File: src/rtl/regfile_dbg_port.sv
// Debug-side initiator for the 3-port register file: runs read, write and dump
// commands from the debug host and drives the register-file port mux while the CPU is halted.
module regfile_dbg_port #(
  parameter int unsigned WIDTH = 32,
  parameter int unsigned NREGS = 32,
  localparam int unsigned AW   = 5
) (
  input  logic             clk,
  input  logic             reset,
  input  logic             cpu_halted,
  input  logic             cmd_valid,
  output logic             cmd_ready,
  input  logic [1:0]       cmd_op,
  input  logic [AW-1:0]    cmd_addr,
  input  logic [WIDTH-1:0] cmd_data,
  output logic             rsp_valid,
  input  logic             rsp_ready,
  output logic [WIDTH-1:0] rsp_data,
  output logic [AW-1:0]    rsp_addr,
  output logic             rsp_last,
  output logic             rsp_err,
  output logic             dbg_active,
  output logic             dbg_we3,
  output logic [AW-1:0]    dbg_wa3,
  output logic [WIDTH-1:0] dbg_wd3,
  output logic [AW-1:0]    dbg_ra1,
  input  logic [WIDTH-1:0] rf_rd1
);

  localparam logic [1:0]    OP_RD    = 2'b00;
  localparam logic [1:0]    OP_WR    = 2'b01;
  localparam logic [1:0]    OP_DUMP  = 2'b10;
  localparam logic [AW-1:0] LAST_IDX = AW'(NREGS - 1);

  typedef enum logic [2:0] {
    IDLE, WR, RD, RESP, DUMP_RD, DUMP_RESP
  } state_t;

  state_t state, state_nxt;

  logic [AW-1:0]    idx, idx_d;
  logic             rsp_valid_d, rsp_last_d, rsp_err_d;
  logic [WIDTH-1:0] rsp_data_d;
  logic [AW-1:0]    rsp_addr_d;
  logic             active_d, we3_d;
  logic [AW-1:0]    wa3_d, ra1_d;
  logic [WIDTH-1:0] wd3_d;

  logic cmd_accept, rsp_fire;

  // Commands only enter from IDLE while halted; held low during reset
  assign cmd_ready  = (state == IDLE) && cpu_halted && !reset;
  assign cmd_accept = cmd_valid && cmd_ready;
  assign rsp_fire   = rsp_valid && rsp_ready;

  // State and registered outputs
  always_ff @(posedge clk) begin
    if (reset) begin
      state      <= IDLE;
      idx        <= '0;
      rsp_valid  <= 1'b0;
      rsp_data   <= '0;
      rsp_addr   <= '0;
      rsp_last   <= 1'b0;
      rsp_err    <= 1'b0;
      dbg_active <= 1'b0;
      dbg_we3    <= 1'b0;
      dbg_wa3    <= '0;
      dbg_wd3    <= '0;
      dbg_ra1    <= '0;
    end else begin
      state      <= state_nxt;
      idx        <= idx_d;
      rsp_valid  <= rsp_valid_d;
      rsp_data   <= rsp_data_d;
      rsp_addr   <= rsp_addr_d;
      rsp_last   <= rsp_last_d;
      rsp_err    <= rsp_err_d;
      dbg_active <= active_d;
      dbg_we3    <= we3_d;
      dbg_wa3    <= wa3_d;
      dbg_wd3    <= wd3_d;
      dbg_ra1    <= ra1_d;
    end
  end

  // Next-state sequencing
  always_comb begin
    state_nxt = state;
    unique case (state)
      IDLE: begin
        if (cmd_accept) begin
          unique case (cmd_op)
            OP_RD:   state_nxt = RD;
            OP_WR:   state_nxt = WR;
            OP_DUMP: state_nxt = DUMP_RD;
            default: state_nxt = RESP;
          endcase
        end
      end
      WR, RD:    state_nxt = RESP;
      DUMP_RD:   state_nxt = DUMP_RESP;
      RESP:      if (rsp_fire) state_nxt = IDLE;
      DUMP_RESP: if (rsp_fire) state_nxt = rsp_last ? IDLE : DUMP_RD;
      default:   state_nxt = IDLE;
    endcase
  end

  // Next values of the registered outputs, derived from the state being entered
  always_comb begin
    idx_d       = idx;
    rsp_data_d  = rsp_data;
    rsp_addr_d  = rsp_addr;
    rsp_last_d  = rsp_last;
    rsp_err_d   = rsp_err;
    ra1_d       = dbg_ra1;
    we3_d       = 1'b0;
    wd3_d       = '0;
    rsp_valid_d = (state_nxt == RESP) || (state_nxt == DUMP_RESP);
    // Reserved op answers straight from IDLE without taking the mux
    active_d    = (state_nxt != IDLE) && !((state == IDLE) && (state_nxt == RESP));

    if ((state == IDLE) && cmd_accept) idx_d = '0;
    if ((state == DUMP_RESP) && rsp_fire && !rsp_last) idx_d = idx + AW'(1);

    unique case (state_nxt)
      WR: begin
        we3_d = (cmd_addr != '0);
        wd3_d = cmd_data;
      end
      RD:      ra1_d = cmd_addr;
      DUMP_RD: ra1_d = idx_d;
      default: ;
    endcase

    // Keep wa3 away from ra1 so the file's wd3 forwarding never hits a read
    wa3_d = (state_nxt == WR) ? cmd_addr : ~ra1_d;

    unique case (state)
      IDLE: begin
        if (state_nxt == RESP) begin
          rsp_data_d = '0;
          rsp_addr_d = cmd_addr;
          rsp_last_d = 1'b1;
          rsp_err_d  = 1'b1;
        end
      end
      WR: begin
        rsp_data_d = '0;
        rsp_addr_d = dbg_wa3;
        rsp_last_d = 1'b1;
        rsp_err_d  = 1'b0;
      end
      RD: begin
        rsp_data_d = rf_rd1;
        rsp_addr_d = dbg_ra1;
        rsp_last_d = 1'b1;
        rsp_err_d  = 1'b0;
      end
      DUMP_RD: begin
        rsp_data_d = rf_rd1;
        rsp_addr_d = dbg_ra1;
        rsp_last_d = (idx == LAST_IDX);
        rsp_err_d  = 1'b0;
      end
      default: ;
    endcase
  end

endmodule
File: config.mk
export PLATFORM = sky130hd
export DESIGN_NAME = regfile_dbg_port
export DESIGN_NICKNAME = d
export VERILOG_FILES = /design/src/rtl/regfile_dbg_port.sv
export SDC_FILE = /design/constraint.sdc
export NUM_CORES = 1
export LEC_CHECK = 0
export CORE_MARGIN = 4
export CORE_UTILIZATION = 66
export CTS_CLUSTER_SIZE = 25
export DETAILED_ROUTE_END_ITERATION = 8
export DONT_BUFFER_PORTS = 1
export GPL_TIMING_DRIVEN = 0
export PLACE_DENSITY = 0.94
export SYNTH_ARGS = -nofsm -noshare
export SYNTH_HDL_FRONTEND = slang
export SYNTH_SLANG_ARGS = --single-unit
export TNS_END_PERCENT = 10
File: constraint.sdc
create_clock -name clk -period 4.9 [get_ports clk]
set_clock_uncertainty 0.05 [all_clocks]
set_input_delay 0.98 -clock clk [delete_from_list [all_inputs] [get_ports clk]]
set_output_delay 0.98 -clock clk [all_outputs]
set_load 0.02 [all_outputs]
==> Word level (Yosys, flattened, before mapping) <==
Index checks and enable logic that the tools add are counted.
{ "word_totals": {"register_bits": 92, "inputBits": 76, "output_inout_bits": 85, "word_cells": 73} }
{ "op_classes": {"add_sub_neg": 1, "eq_ne": 14, "mux": 17, "n_bitwise": 2, "n_reduce_logical": 27} }
{ "ops": {"columns": ["op", "count"], "rows": [
  ["case mux 32 bit (3 select lines)", 1],
  ["2-to-1 mux 32 bit", 1],
  ["2-to-1 mux 5 bit", 4],
  ["case mux 3 bit (5 select lines)", 1],
  ["case mux 5 bit (3 select lines)", 1],
  ["== test 3 x 2 -> 1 bit (second input constant)", 4],
  ["== test 3 bit (second input constant)", 4],
  ["2-to-1 mux 3 bit", 4],
  ["case mux 5 bit (2 select lines)", 1],
  ["logical AND 1 bit", 9],
  ["case mux 3 bit (3 select lines)", 1],
  ["nonzero test 3 bit", 3],
  ["== test 3 x 1 -> 1 bit (second input constant)", 2],
  ["AND reduction 2 bit", 3],
  ["OR reduction 2 bit", 3],
  ["adder 5 x 1 -> 5 bit (second input constant)", 1],
  ["== test 5 bit (second input constant)", 1],
  ["inverter 5 bit", 1],
  ["nonzero test 5 bit", 1],
  ["zero test 1 bit", 3],
  ["zero test 3 bit", 1],
  ["case mux 1 bit (3 select lines)", 1],
  ["OR reduction 3 bit", 1],
  ["== test 2 x 1 -> 1 bit (second input constant)", 1],
  ["8 further kinds", 8]
]} }

==> Logic depth before layout (Yosys ltp) <==
{ "logic_depth": {"word_depth": 10, "mapped_depth": 10, "depth_no_buf": 8} }

==> Least setup slack after synthesis <==
Ideal clock, no wire load.
{ "synth_timing": {"kind": "input -> register", "startpoint": "input port cpu_halted", "endpoint": "register rsp_data[0]", "setup_time_ns": 0.117, "arrival_ns": 2.743, "required_time_ns": 4.733, "setup_slack_ns": 1.991, "cell_stages": 9, "path_buffers": 3, "path_cell_list": "or4b_1 buf_2 o22ai_4 and2_4 a21boi_4 and2b_1 buf_4 buf_6 a22o_1"} }
{ "synth_via": {"elab_chain_cells": 8} }
{ "synth_lines": {"columns": ["element", "line_no", "rtl"], "rows": [
  ["start, declared", "10", "input logic cpu_halted,"],
  ["logical AND 1 bit (2 in series)", "52", "assign cmd_ready = (state == IDLE) && cpu_halted && !reset;"],
  ["logical AND 1 bit", "53", "assign cmd_accept = cmd_valid && cmd_ready;"],
  ["2-to-1 mux 3 bit", "92", "if (cmd_accept) begin"],
  ["case mux 3 bit (5 select lines)", "90", "unique case (state)"],
  ["== test 3 x 2 -> 1 bit", "141", "if (state_nxt == RESP) begin"],
  ["!= test 2 x 1 -> 1 bit (no line)", null, null],
  ["AND reduction 2 bit (no line)", null, null],
  ["end signal, assigned", "75", "rsp_data <= rsp_data_d;"],
  ["end, declared", "18", "output logic [WIDTH-1:0] rsp_data,"]
]} }
No other way between the ends.
A chain may end at the register's enable or synchronous reset.

==> Final worst setup path <==
{ "layout_timing": {"startpoint": "input port reset", "endpoint": "output port cmd_ready"} }
{ "layout_via": {"elab_chain_cells": 2} }
{ "layout_lines": {"columns": ["element", "line_no", "rtl"], "rows": [
  ["start, declared", "9", "input logic reset,"],
  ["zero test 1 bit", "52", null],
  ["logical AND 1 bit", "52", null],
  ["end, declared", "12", "output logic cmd_ready,"]
]} }
No other way between the ends.

==> results_dict.tcl <==
set metrics [dict create \
    die_area_um2 6250 \
    hold_viol 0 \
    crit_buf_inv 2 \
    viasPerCell 6.32 \
    post_cts_buffers 0 \
    grt_util_all_layers 0.257 \
    worstSetupPathType "in -> out" \
    n_antenna_cell 0 \
    path_max_fanout 10 \
    cp_data_required_time_ns 3.87 \
    drcViolationCount 0 \
    synth_compound_area_frac 0.192 \
    hold_class "reg -> reg" \
    grt-ovfl-total 0 \
    synthXorXnorAreaFrac 0.00526 \
    grt_max_degree 17 \
    antenna_found_initial 0 \
    arrival_ns 2.06 \
    worst_pin_slew_ns 0.769 \
    fillCellCount 359 \
    wl_per_cell_um 21.0 \
    worst_path_most_repeated_cell "clkbuf_1" \
    setup_viol 0 \
    routed-via-count 2509 \
    final_layout_size_suffix_gt1_frac 0.0818 \
    setup_tns_ns 0 \
    max_freq_mhz 324 \
    ir_worst_vdd_v 0.000356 \
    gp_congestion 0.933 \
    wirelength_um 8330 \
    cts.sinks 92 \
    synthFlopType "dfxtp_1" \
    netlist_instances 315 \
    ys_seq_area_frac 0.553 \
    cts_root_buffer "clkbuf_8" \
    clock_latency_ns 0.35 \
    min_period_ns 3.09 \
    start_kind "input pin" \
    hold_buffers 0 \
    synthMuxAreaShare 0.0210 \
    pin_count 161 \
    regArea_um2 1840 \
    io_buffers 0 \
    slowest_delay_ns 0.46 \
    synth_area_um2 3330 \
    status "finished clean" \
    stdcell_count 397 \
    cp_top_family "buffers and inverters" \
    crit_slowest_cell "clkbuf_1" \
    synth_nets 396 \
    first_pass_iters 6 \
    grt_pass1_wl_um 12300 \
    synth_edf_count 0 \
    nets 407 \
    synthAdderAreaFrac 0.0188 \
    drt_iter0_drc 234 \
    cts-htree-levels 3 \
    finalCritPeriodShare 0.631 \
    ys.warnings.count 0 \
    grt_pass1_vias 2506 \
    rsz0062_at_grt "false" \
    die_w_um 79.0 \
    ant_nets 0 \
    cts_buffer_depth 2 \
    clkSlewWorstSetupHoldPaths_ns 0.09 \
    multiInputGateArea_um2 1360 \
    synth_top_family_by_area "compound AO/OA/AOI/OAI gates" \
    cts_tree "done" \
    cts_resized 0 \
    endpoint_kind "primary output" \
    power_density_nw_per_um2 547 \
    dp_cells 382 \
    maxSlewHeadroom 0.483 \
    std_cell_rows 25 \
    p_leak_nw 1.58 \
    postSynth.asyncResetShare 0 \
    max_cap_violations 0 \
    synth-simple-area-share 0.171 \
    dp_hpwl_um 6230 \
    ys_types 50 \
    path_cells "clkbuf_1 -> clkbuf_1 -> nor2_1" \
    drv_slew 0 \
    cts_inserted_buffers 9 \
    die-height_um 79.0 \
    ys_seq_elements 92 \
    coreArea_um2 4820 \
    synth_area_per_cell_um2 10.6 \
    initial_core_util 0.691 \
    syn_to_final_growth_pct 9.09 \
]
[sequential cells by signal, indices dropped and copies added, names as in the netlist, named ones only]
name        cells
state           3
dbg_active      1
dbg_we3         1
rsp_valid       1
rsp_data       32
dbg_wd3        32
rsp_err         1
rsp_last        1
dbg_wa3         5
rsp_addr        5
idx             5
[tightest hold or removal path: stages (launching register included)]
cell     delay [ns]
dfxtp_1        0.33
nand2_1        0.06
a21oi_1        0.06
[kinds of logic (layout without fill, tap and decap cells)]
family / count (synthesis) / after routing
simple gates: 103 / 103
flops: 92 / 92
compound gates: 79 / 79
buf+inv: 27 / 42
mux: 7 / 7
fa+ha+maj: 5 / 5
xor+xnor: 2 / 2
[through the flow]
stage                     area [um^2]  utilization  worst slack, ns  power [W]  hold slack, ns
after floorplan                  3330            -             1.99    0.00135           0.391
after global placement           3410        0.709             1.78    0.00143           0.399
after detailed placement         3410        0.709             1.77    0.00145           0.429
after CTS                        3630        0.754             1.81    0.00199           0.440
after global routing             3630        0.754             1.80    0.00208           0.450
final                            3630        0.754             1.81    0.00199           0.439
[power breakdown]
| group | leakage (nW) | internal (W) | switching [W] |
|---|---|---|---|
| Combinational | 0.722 | 0.000149 | 0.000209 |
| Clock | 0.104 | 0.000290 | 0.000263 |
| Sequential | 0.752 | 0.000863 | 0.000215 |
| Total | 1.58 | 0.00130 | 0.000687 |
[cells in the final DEF (no fill, tap or decap), types with 2 or more instances in the layout]
cell         n
a21oi_1      8
nor2b_1      3
bufinv_16    2
o21ai_0      4
nand3_1      2
nor3_1       4
o22ai_1     11
nand2_1     13
a22o_1      36
buf_6        3
nor2_1      25
or3_1        2
a222oi_1     2
nand2b_1     5
a211oi_1     2
ha_1         5
clkinvlp_4   2
buf_2        2
clkbuf_1    16
mux2i_1      7
o211a_1      2
and4_1       3
xor2_1       2
inv_1        5
a2bb2oi_1    2
clkbuf_8     9
and3_1      33
dfxtp_1     92
nand3b_1     2
[Yosys cell counts, types with 3 or more instances]
master | count | area (um^2)
a21oi_1 | 8 | 40.0
a22o_1 | 36 | 315
and3_1 | 33 | 206
and4_1 | 3 | 26.3
buf_6 | 3 | 33.8
clkbuf_1 | 16 | 60.1
dfxtp_1 | 92 | 1840
ha_1 | 5 | 62.6
inv_1 | 5 | 18.8
mux2i_1 | 7 | 70.1
nand2_1 | 13 | 48.8
nand2b_1 | 5 | 31.3
nor2_1 | 25 | 93.8
nor2b_1 | 3 | 18.8
nor3_1 | 4 | 20.0
o21ai_0 | 4 | 20.0
o22ai_1 | 11 | 68.8
[layer usage]
| metal | GRT usage | up-vias | share of wire |
|---|---|---|---|
| met1 | 0.272 | 1150 | 0.37 |
| met2 | 0.432 | 170 | 0.49 |
| met4 | 0.105 | 0 | 0.018 |
| li1 | - | 1173 | - |
| met3 | 0.133 | 16 | 0.13 |
| met5 | 0 | - | 0 |
[final cells by class]
class / instances / area share
clock inverter: 6 / 0.0262
tap: 67 / 0.0231
sequential: 92 / 0.507
multi-input combinational: 196 / 0.374
buffer: 22 / 0.0306
inverter: 5 / 0.00517
clock buffer: 9 / 0.0341
[path summary, 6_finish.rpt]
kind / slack [ns] / cells after the start / end / startpoint
setup reg to reg: 2.25 / 7 / dbg_wa3[3]$_SDFF_PP0_ / state[0]$_SDFF_PP0_
setup / recovery: 1.81 / 3 / cmd_ready / reset
hold / removal: 0.44 / 2 / idx[4]$_SDFF_PP0_ / idx[4]$_SDFF_PP0_
hold reg to reg: 0.44 / 2 / idx[4]$_SDFF_PP0_ / idx[4]$_SDFF_PP0_
No activity file was read; power rests on OpenSTA's default activity.
